<file path="config.mk">
export PLATFORM = sky130hd
export DESIGN_NAME = quadrilatero_rf_port_master
export DESIGN_NICKNAME = d
export VERILOG_FILES = /design/src/rtl/quadrilatero_pkg.sv /design/src/rtl/xif_pkg.sv /design/src/rtl/fifo_v3.sv /design/src/rtl/quadrilatero_rf_port_master.sv
export SDC_FILE = /design/constraint.sdc
export NUM_CORES = 1
export LEC_CHECK = 0
export CAP_MARGIN = 25
export CORE_AREA = 2 2 215 217
export CTS_CLUSTER_SIZE = 12
export DETAILED_ROUTE_END_ITERATION = 7
export DIE_AREA = 0 0 217 219
export GPL_TIMING_DRIVEN = 1
export PLACE_DENSITY = 0.55
export RECOVER_POWER = 25
export SYNTH_ARGS = -nofsm -noshare
export SYNTH_HDL_FRONTEND = slang
export SYNTH_SLANG_ARGS = --single-unit
</file>
<file path="constraint.sdc">
create_clock -name clk_i -period 3.93 [get_ports clk_i]
set_input_delay 0.5895 -clock clk_i [delete_from_list [all_inputs] [get_ports clk_i]]
set_output_delay 0.5895 -clock clk_i [all_outputs]
set_load 0.03 [all_outputs]
</file>
<file path="src/rtl/quadrilatero_pkg.sv">
// Common types for the quadrilatero matrix unit.
// rf_port_state_e: sequencing states of a register-file port master.
package quadrilatero_pkg;
    typedef enum logic [1:0] {
        IDLE  = 2'd0,
        READ  = 2'd1,
        DRAIN = 2'd2,
        WRITE = 2'd3
    } rf_port_state_e;
endpackage

</file>
<file path="src/rtl/xif_pkg.sv">
// Shared definitions for the core/coprocessor interface. Only the
// instruction id width is needed by the register-file port logic.
package xif_pkg;
    parameter int unsigned X_ID_WIDTH = 4;
endpackage

</file>
<file path="src/rtl/fifo_v3.sv">
// Small synchronous FIFO with optional fall-through.
// Ports: clk_i/rst_ni (async active-low), flush_i clears contents,
//        push_i/data_i write side, pop_i/data_o read side,
//        full_o/empty_o status.
// Storage is reset to zero so data_o is 0 while the FIFO is empty after reset.
module fifo_v3 #(
    parameter bit          FALL_THROUGH = 1'b0,
    parameter int unsigned DATA_WIDTH   = 32,
    parameter int unsigned DEPTH        = 8,
    parameter int unsigned ADDR_DEPTH   = (DEPTH > 1) ? $clog2(DEPTH) : 1
) (
    input  logic                  clk_i,
    input  logic                  rst_ni,
    input  logic                  flush_i,
    output logic                  full_o,
    output logic                  empty_o,
    input  logic [DATA_WIDTH-1:0] data_i,
    input  logic                  push_i,
    output logic [DATA_WIDTH-1:0] data_o,
    input  logic                  pop_i
);
    logic [DEPTH-1:0][DATA_WIDTH-1:0] mem_q;
    logic [ADDR_DEPTH-1:0]            rd_ptr_q, wr_ptr_q;
    logic [ADDR_DEPTH:0]              count_q;
    logic                             stored_empty, bypass, push_eff, pop_eff;

    assign stored_empty = (count_q == '0);
    assign full_o       = (count_q == (ADDR_DEPTH+1)'(DEPTH));
    // In fall-through mode an incoming word is visible while nothing is stored;
    // if it is popped in the same cycle it never touches the storage.
    assign bypass       = FALL_THROUGH && stored_empty && push_i && pop_i;
    assign empty_o      = stored_empty && !(FALL_THROUGH && push_i);
    assign data_o       = (FALL_THROUGH && stored_empty) ? data_i : mem_q[rd_ptr_q];
    assign push_eff     = push_i && !full_o && !bypass;
    assign pop_eff      = pop_i && !empty_o && !bypass;

    always_ff @(posedge clk_i or negedge rst_ni) begin
        if (!rst_ni) begin
            mem_q    <= '0;
            rd_ptr_q <= '0;
            wr_ptr_q <= '0;
            count_q  <= '0;
        end else if (flush_i) begin
            rd_ptr_q <= '0;
            wr_ptr_q <= '0;
            count_q  <= '0;
        end else begin
            if (push_eff) begin
                mem_q[wr_ptr_q] <= data_i;
                wr_ptr_q <= (wr_ptr_q == ADDR_DEPTH'(DEPTH-1)) ? '0 : wr_ptr_q + 1'b1;
            end
            if (pop_eff)
                rd_ptr_q <= (rd_ptr_q == ADDR_DEPTH'(DEPTH-1)) ? '0 : rd_ptr_q + 1'b1;
            if (push_eff && !pop_eff)
                count_q <= count_q + 1'b1;
            else if (!push_eff && pop_eff)
                count_q <= count_q - 1'b1;
        end
    end
endmodule

</file>
<file path="src/rtl/quadrilatero_rf_port_master.sv">
// Register-file port master: turns a single read or write command for one
// matrix register into N_ROWS row requests towards the register sequencer.
// Ports:
//   cmd_*           command handshake (we, register, instruction id)
//   raddr/rrowaddr/rready/rlast/rd_id, rdata/rvalid   sequencer read side
//   out_*           read-data stream (buffered, one row per beat, last flag)
//   waddr/wrowaddr/wdata/we/wlast/wr_id, wready       sequencer write side
//   in_*            write-data stream
//   busy            a command is in progress
module quadrilatero_rf_port_master
    import quadrilatero_pkg::*;
#(
    parameter int unsigned N_REGS    = 8,
    parameter int unsigned N_ROWS    = 4,
    parameter int unsigned RLEN      = 128,
    parameter int unsigned BUF_DEPTH = 2,
    localparam int unsigned RW  = $clog2(N_REGS),
    localparam int unsigned ROW = $clog2(N_ROWS),
    localparam int unsigned IDW = xif_pkg::X_ID_WIDTH
) (
    input  logic            clk_i,
    input  logic            rst_ni,
    input  logic            cmd_valid_i,
    output logic            cmd_ready_o,
    input  logic            cmd_we_i,
    input  logic [RW-1:0]   cmd_reg_i,
    input  logic [IDW-1:0]  cmd_id_i,
    output logic [RW-1:0]   raddr_o,
    output logic [ROW-1:0]  rrowaddr_o,
    output logic            rready_o,
    output logic            rlast_o,
    output logic [IDW-1:0]  rd_id_o,
    input  logic [RLEN-1:0] rdata_i,
    input  logic            rvalid_i,
    output logic            out_valid_o,
    input  logic            out_ready_i,
    output logic [RLEN-1:0] out_data_o,
    output logic            out_last_o,
    output logic [RW-1:0]   waddr_o,
    output logic [ROW-1:0]  wrowaddr_o,
    output logic [RLEN-1:0] wdata_o,
    output logic            we_o,
    output logic            wlast_o,
    output logic [IDW-1:0]  wr_id_o,
    input  logic            wready_i,
    input  logic            in_valid_i,
    output logic            in_ready_o,
    input  logic [RLEN-1:0] in_data_i,
    output logic            busy_o
);
    rf_port_state_e state_q, state_d;
    logic [ROW-1:0] row_q, row_d;
    logic [RW-1:0]  reg_q, reg_d;
    logic [IDW-1:0] id_q, id_d;
    logic           last_row;
    logic           buf_full, buf_empty, buf_push, buf_pop;

    assign last_row = (row_q == ROW'(N_ROWS-1));

    always_ff @(posedge clk_i or negedge rst_ni) begin
        if (!rst_ni) begin
            state_q <= IDLE;
            row_q   <= '0;
            reg_q   <= '0;
            id_q    <= '0;
        end else begin
            state_q <= state_d;
            row_q   <= row_d;
            reg_q   <= reg_d;
            id_q    <= id_d;
        end
    end

    always_comb begin
        state_d     = state_q;
        row_d       = row_q;
        reg_d       = reg_q;
        id_d        = id_q;
        cmd_ready_o = 1'b0;
        rready_o    = 1'b0;
        rlast_o     = 1'b0;
        we_o        = 1'b0;
        wlast_o     = 1'b0;
        in_ready_o  = 1'b0;
        buf_push    = 1'b0;
        case (state_q)
            IDLE: begin
                cmd_ready_o = 1'b1;
                if (cmd_valid_i) begin
                    reg_d   = cmd_reg_i;
                    id_d    = cmd_id_i;
                    row_d   = '0;
                    state_d = cmd_we_i ? WRITE : READ;
                end
            end
            READ: begin
                // Requesting only while there is room means a grant can always
                // be pushed, so the buffer never overflows.
                rready_o = !buf_full;
                rlast_o  = rready_o && last_row;
                if (rvalid_i && rready_o) begin
                    buf_push = 1'b1;
                    row_d    = row_q + 1'b1;   // N_ROWS is a power of two: wraps to 0
                    if (last_row) state_d = DRAIN;
                end
            end
            DRAIN: begin
                if (buf_empty) state_d = IDLE;
            end
            WRITE: begin
                we_o       = in_valid_i;
                wlast_o    = we_o && last_row;
                in_ready_o = wready_i && we_o;
                if (we_o && wready_i) begin
                    row_d = row_q + 1'b1;
                    if (last_row) state_d = IDLE;
                end
            end
            default: state_d = IDLE;
        endcase
    end

    assign busy_o     = (state_q != IDLE);
    assign raddr_o    = reg_q;
    assign waddr_o    = reg_q;
    assign rrowaddr_o = row_q;
    assign wrowaddr_o = row_q;
    assign rd_id_o    = id_q;
    assign wr_id_o    = id_q;
    // Write data is only presented while writing so idle outputs stay at 0.
    assign wdata_o    = (state_q == WRITE) ? in_data_i : '0;

    assign out_valid_o = !buf_empty;
    assign buf_pop     = out_valid_o && out_ready_i;

    fifo_v3 #(
        .FALL_THROUGH (1'b0),
        .DATA_WIDTH   (RLEN + 1),
        .DEPTH        (BUF_DEPTH)
    ) i_rdata_buf (
        .clk_i   (clk_i),
        .rst_ni  (rst_ni),
        .flush_i (1'b0),
        .full_o  (buf_full),
        .empty_o (buf_empty),
        .data_i  ({rdata_i, last_row}),
        .push_i  (buf_push),
        .data_o  ({out_data_o, out_last_o}),
        .pop_i   (buf_pop)
    );
endmodule
</file>
==> reports/results.ini, run 1 <==
[status]
status=finished, violations left
violations=capacitance limit, slew limit

[sta]
worst_pin_slew_ns=2.26
period_needed_ns=3.43
fmax_mhz=292
slew_viol_final=88
hold_violations=0
setup_violations=0
timing.final.ws_setup_ns=0.503
finalSetupTns_ns=0
clock_skew_ns=0.0160
hold_ws_ns=0.279
max-slew-margin-rel_pct=-50.4
rsz0062_at_grt=no
timing.final.crit_share_pct=87.2

[setup_path]
crit_path_start_kind=flip-flop
required_ns=3.34
worstPathCellList=buf_4, and3_1, clkdlybuf4s50_1
cp_top_family=buffers and inverters
slowest_delay_ns=0.85
path_class=flip-flop to output pin
crit_buf_inv=2
crit_path_top_delay_cell=dfrtp_4
arrival_ns=2.84
crit_fanout=86
setup.worst_path.end_class=output pin

[final_layout]
syn2layout_area_growth_pct=52.6
fillers=4174
multiInputGateArea_um2=5870
mostFrequentLayoutCell=clkdlybuf4s50_1
layout_common_cells=clkdlybuf4s50_1, dfrtp_1, mux2_1
nets=1722
drive_gt1_share_pct=19.0
regArea_um2=6840

[global_route]
grt_pass1_wl_um=71600
grt_pass1_vias=10097
overflow=0
grt_antenna_before_repair=18
grt_max_degree=123
grt_util_all_layers_pct=20.6

[yosys]
synthesis.nets=1194
netlist_instances=921
synth_cell_types=33
syn_area_um2=13300
synthArstFlopShare_pct=100
synthFlopType=dfrtp_1
avgSynthCellArea_um2=14.5
synth_edf_count=0
yosysSeqAreaShare_pct=51.2
ys_warn_count=0
synth_seq_cells=273

[job]
max-cap-violations=1

[drt]
drtAntennaViolNets=0
vias_per_cell=4.67
drc=0
avgRoutedWirePerCell_um=24.0
drtIter0Drc=426
drt_first_pass_iters=4
routed_wl_um=49900
vias=9713

[power]
power.density_nw_per_um2=916
fin_total_pwr_w=0.0187
leakage_nw=8.94
ir_drop_mv=0.565

[floorplan]
die_w_um=217
rows=78
initial_core_util_pct=29.6
core_area_um2=45100
die-area_um2=47500
fp.dieH_um=219
ioPinCount=554

[place]
dp_hpwl_um=38400
dp_slack_ns=1.09
gp_congestion=0.944
port_buffers=553

[clock_network]
clk_latency_ns=0.53
clock_sinks=273
cts-resized-gates=0
cts_tree=built
holdBufCountCts=0
postCtsSetupBuffers=0
htreeDepth=2
cts_buffers=35
clock_path_buffers=3
path_clk_slew_ns=0.05
cts_root_buf=clkbuf_16

[min_path]
hp-class=input port to asynchronous set/reset pin

-- registers in the layout, summed over array words and instances (netlist names) --
name	flops
i_rdata_buf.mem_q	258
rd_id_o	4
raddr_o	3
i_rdata_buf.count_q	2
rrowaddr_o	2
state_q	2
i_rdata_buf.rd_ptr_q	1
i_rdata_buf.wr_ptr_q	1
-- synth_stat cells (2+ instances only) --
library cell    n  area share, %
nand2_1         5           0.14
and3_1        131            6.1
nand3_1         4           0.15
nor2b_1         2          0.094
clkbuf_1       33           0.93
buf_4          11           0.62
mux2_2        113            9.5
ha_1            2           0.19
mux2_1        192             16
buf_12         11            1.7
nor2_1          4           0.11
and2_1          2          0.094
xnor2_1         3           0.20
mux2_4         90             10
buf_1           4           0.11
dfrtp_1       273             51
inv_1           3          0.084
buf_6          13            1.1
buf_2          10           0.38
xor2_1          2           0.13
-- cells by family (layout without fill, tap and decap cells) --
family,Yosys count,count (layout),share of synthesized area (%)
AO/OA/AOI/OAI,8,8,0.432
adder cells (fa/ha/maj),2,2,0.188
buffers and inverters,85,634,4.87
multiplexers,395,395,35.9
other,0,8,0
AND/OR/NAND/NOR,153,153,7.10
XOR/XNOR,5,5,0.328
flip-flops,273,273,51.2
-- stage by stage --
step	instances	utilization, %	cell area, µm²
2_1_floorplan	921	-	13300
3_3_place_gp	2012	42.7	19300
3_5_place_dp	2012	42.7	19300
4_1_cts	2070	45.2	20400
5_1_grt	2073	45.1	20400
6_report	2078	45.2	20400
-- area by class of cell --
type | instances | area share, %
antenna | 8 | 0.0983
timing repair buffer | 573 | 28.3
inverter | 3 | 0.0553
clock buffer | 51 | 4.89
clock inverter | 7 | 0.547
multi-input combinational | 563 | 28.8
tap | 600 | 3.69
sequential | 273 | 33.6
-- report_power, final --
| group | switching [W] | leakage [nW] | internal [W] | total, W |
|---|---|---|---|---|
| clock network | 0.00122 | 0.541 | 0.00189 | 0.00311 |
| registers | 0.000879 | 3.38 | 0.00418 | 0.00506 |
| logic | 0.00551 | 5.02 | 0.00498 | 0.0105 |
-- layer usage --
metal / part of all wire (%) / vias up / GRT usage [%] / routed length (µm)
li1: - / 4364 / - / -
met1: 39 / 4894 / 24.6 / 19600
met2: 49 / 374 / 34.9 / 24600
met3: 8.4 / 75 / 6.72 / 4210
met4: 3.0 / 6 / 6.99 / 1490
met5: 0.078 / - / 0 / 39
-- path summary, 6_finish.rpt --
kind / start / slack [ns] / cells after the start / to
setup / recovery: state_q[0] / 0.50 / 3 / wdata_o[126]
hold / removal: rst_ni / 0.28 / 2 / i_rdata_buf.mem_q[248]
setup reg to reg: state_q[0] / 1.14 / 5 / i_rdata_buf.mem_q[148]
hold reg to reg: i_rdata_buf.mem_q[188] / 0.48 / 1 / i_rdata_buf.mem_q[188]
max in group asynchronous: rst_ni / 1.27 / 2 / state_q[1]
min in group clk_i: i_rdata_buf.mem_q[188] / 0.48 / 1 / i_rdata_buf.mem_q[188]
No activity file was read; power rests on OpenSTA's default activity.
==> run 2: changes to the inputs <==
--- a/config.mk
+++ b/config.mk
@@ -6,13 +6,14 @@
 export NUM_CORES = 1
 export LEC_CHECK = 0
 export CAP_MARGIN = 25
-export CORE_AREA = 2 2 215 217
+export CORE_AREA = 2 2 218 220
 export CTS_CLUSTER_SIZE = 12
 export DETAILED_ROUTE_END_ITERATION = 7
-export DIE_AREA = 0 0 217 219
+export DIE_AREA = 0 0 220 222
 export GPL_TIMING_DRIVEN = 1
-export PLACE_DENSITY = 0.55
+export PLACE_DENSITY = 0.68
 export RECOVER_POWER = 25
 export SYNTH_ARGS = -nofsm -noshare
 export SYNTH_HDL_FRONTEND = slang
+export SYNTH_HIERARCHICAL = 1
 export SYNTH_SLANG_ARGS = --single-unit
==> run 2 against run 1 <==
Net effect: the run still ends with capacitance limit, slew limit left; largest cell class unchanged; highest routed layer unchanged; clock skew decreased by 0.0091 ns; critical path type unchanged; combinational power decreased by 16%; count of clock-buffer cells in the layout decreased by 5; clock power decreased by 11%; global-route usage decreased by 1.2 points; largest power group unchanged; non-clock buffer count decreased by 5; flip-flop and latch count unchanged; utilization decreased by 2.1 points; setup slack got worse by 0.25 ns; cell area decreased by 2.3%.
==> reports/results.ini, run 2 <==
[floorplan]
rows=79  ; +1.3%
die-area_um2=48800  ; +2.8%
die_w_um=220  ; +1.4%
fp.dieH_um=222  ; +1.4%
initial_core_util_pct=27.9  ; -1.7 points
core_area_um2=46300  ; +2.6%
ioPinCount=554  ; unchanged

[global_route]
overflow=0  ; unchanged
grt_antenna_before_repair=14  ; -4
grt_pass1_wl_um=70000  ; -2.1%
grt_pass1_vias=10513  ; +4.1%
grt_util_all_layers_pct=19.4  ; -1.2 points
grt_max_degree=93  ; -24%

[clock_network]
htreeDepth=1  ; -1
holdBufCountCts=0  ; unchanged
clock_path_buffers=3  ; unchanged
cts_buffers=31  ; -11%
postCtsSetupBuffers=0  ; unchanged
cts_root_buf=clkbuf_16
path_clk_slew_ns=0.06  ; about the same
clk_latency_ns=0.55  ; +0.02 ns
cts-resized-gates=0  ; unchanged
clock_sinks=273  ; unchanged
cts_tree=built

[sta]
clock_skew_ns=0.00688  ; -0.00914 ns
timing.final.ws_setup_ns=0.248  ; -0.254 ns
worst_pin_slew_ns=2.43  ; +0.179 ns
max-slew-margin-rel_pct=-62.3  ; -12 points
timing.final.crit_share_pct=93.7  ; +6.5 points
slew_viol_final=92  ; +4.5%
period_needed_ns=3.68  ; +0.254 ns
setup_violations=0  ; unchanged
hold_violations=0  ; unchanged
fmax_mhz=272  ; -6.9%
rsz0062_at_grt=no
finalSetupTns_ns=0  ; unchanged

[job]
max-cap-violations=1  ; unchanged

[power]
pwr-share-seq_pct=29.7  ; +2.6 points
leakage_nw=8.60  ; -3.8%
ir_drop_mv=0.487  ; -14%
power.density_nw_per_um2=831  ; -9.3%
clkPwrFrac_pct=16.7  ; about the same
combPwrFrac_pct=53.6  ; -2.6 points
internal_power_w=0.00997  ; -9.8%
swShare_pct=39.7  ; -1.0 points
p_sw_w=0.00657  ; -14%

[yosys]
avgSynthCellArea_um2=13.9  ; -4.0%
synth_cell_types=37  ; +12%
yosys-top-cells-area=dfrtp_1, mux2_2, and3_1, buf_6, clkbuf_1
ys_warn_count=6  ; +6
synth_top_cell_area_share_pct=53.0  ; +1.8 points
synthFlopType=dfrtp_1
synth_edf_count=0  ; unchanged
synthTopCellsByCount=mux2_2, dfrtp_1, and3_1, clkbuf_1, buf_2
yosysSeqAreaShare_pct=53.0  ; +1.8 points
netlist_instances=927  ; +0.65%
yosysMostFrequentCell=mux2_2
synth_top_area_cell=dfrtp_1
syn_area_um2=12900  ; -3.4%
synthArstFlopShare_pct=100  ; unchanged
synth_seq_cells=273  ; unchanged

[final_layout]
syn2layout_area_growth_pct=54.4
regMostFlops=i_rdata_buf/mem_q
layout_common_cells=clkdlybuf4s50_1, mux2_2, dfrtp_1
fillers=4315  ; +3.4%
design_area_um2=19900  ; -2.3%
drive_gt1_share_pct=31.5  ; +12 points
mostFrequentLayoutCell=clkdlybuf4s50_1
nets=1723  ; +0.058%
largest_reg_flops=258  ; unchanged

[drt]
drt_first_pass_iters=4  ; unchanged
drtAntennaViolNets=0  ; unchanged
drc=0  ; unchanged
vias_per_cell=4.67  ; -0.18%
routed_wl_um=48800  ; -2.2%
wl_met1_um=17500  ; -10%
drtIter0Drc=438  ; +2.8%
wl_met2_um=25500  ; +3.6%
avgRoutedWirePerCell_um=23.4  ; -2.5%
wl_met3_um=3600  ; -15%
top_layer=met5
vias=9728  ; +0.15%

[setup_path]
r2r-start=state_q[0]
arrival_ns=3.09  ; +0.25 ns
path_class=flip-flop to output pin
r2r-end=i_rdata_buf/mem_q[197]
crit_fanout=72  ; -16%
crit_path_start_kind=flip-flop
setup.worst_path.end_class=output pin
r2r_cells=6  ; +1
crit_start=state_q[0]
required_ns=3.34  ; about the same
ff2ff_setup_slack_ns=0.84  ; -0.30 ns

[place]
gp_congestion=0.994  ; +5.2%
port_buffers=553  ; unchanged
dp_hpwl_um=37900  ; -1.4%
placed_area_um2=18900  ; -1.7%
dp_slack_ns=0.872  ; -0.222 ns

[min_path]
min_to=i_rdata_buf/mem_q[248]
hp-start=i_rdata_buf/mem_q[248]
holdPathStages=1
hp-class=flip-flop to flip-flop

[status]
violations=capacitance limit, slew limit
status=finished, violations left

==> run 2: cell count changes after synthesis, sizes merged, moves of 2 or more <==
cell / before / now
clkbuf: 33 / 35
xnor2: 3 / 0
inv: 3 / 5
and3: 132 / 130
a21oi: 1 / 5
nand2: 5 / 3
mux2i: 0 / 2
nand3: 4 / 1
buf: 49 / 47
or4b: 0 / 2
o21ai: 0 / 4
nand4: 0 / 2
==> run 2: kinds of logic after synthesis <==
| family | Yosys count | synth area share, % |
|---|---|---|
| multiplexers | 396 | 34.8 |
| XOR/XNOR | 1 | 0.0680 |
| AO/OA/AOI/OAI | 13 | 0.602 |
| AND/OR/NAND/NOR | 155 | 7.61 |
| flip-flops | 273 | 53.0 |
| adder cells (fa/ha/maj) | 1 | 0.0971 |
| buffers and inverters | 87 | 3.81 |
| other | 1 | 0.0291 |
==> run 2: worst max path at each step <==
stage | to | slack [ns] | depth (start not counted)
floorplan | i_rdata_buf/mem_q[66] | 1.15 | 8
global placement | i_rdata_buf/mem_q[175] | 0.91 | 6
detailed placement | i_rdata_buf/mem_q[252] | 0.87 | 6
CTS | wdata_o[41] | 0.27 | 3
global route | wdata_o[41] | 0.14 | 3
finish | wdata_o[41] | 0.25 | 3
==> run 2: critical path: stages, from the launching register on <==
cell and delay [ns]:
dfrtp_4 0.79, buf_4 0.56, and3_1 0.27, clkdlybuf4s50_1 0.89
==> run 2: routing by layer <==
metal	vias to the layer above	GRT usage, %
met3	77	4.92
li1	4374	-
met4	2	8.25
met5	-	0
met2	343	35.5
met1	4932	20.9
==> run 2: stage by stage <==
stage | hold slack [ns] | instances | power (W) | util [%]
after global placement | 0.481 | 2025 | 0.0137 | 40.9
final | 0.498 | 2085 | 0.0165 | 43.0
after CTS | 0.0768 | 2078 | 0.0167 | 43.0
after detailed placement | 0.487 | 2025 | 0.0139 | 40.9
after floorplan | 0.294 | 932 | 0.0101 | -
after global routing | 0.506 | 2083 | 0.0173 | 43.0
==> run 2: layout make-up <==
cell class / count / area [µm²] / area share [%]
Sequential cell: 273 / 6840 / 34.4
Antenna cell: 7 / 17.5 / 0.0880
Inverter: 5 / 18.8 / 0.0943
Tap cell: 607 / 759 / 3.82
Clock inverter: 7 / 65.1 / 0.327
Multi-Input combinational cell: 572 / 5590 / 28.1
Clock buffer: 46 / 912 / 4.58
Timing Repair Buffer: 568 / 5700 / 28.6
==> run 2: power by group through the flow <==
stage | logic [W] | registers, W | clock network, W
2_1_floorplan | 0.00544 | 0.00468 | 0
3_3_place_gp | 0.00882 | 0.00485 | 0
3_5_place_dp | 0.00892 | 0.00497 | 0
4_1_cts | 0.00896 | 0.00492 | 0.00286
5_1_grt | 0.00924 | 0.00512 | 0.00298
6_report | 0.00886 | 0.00492 | 0.00276
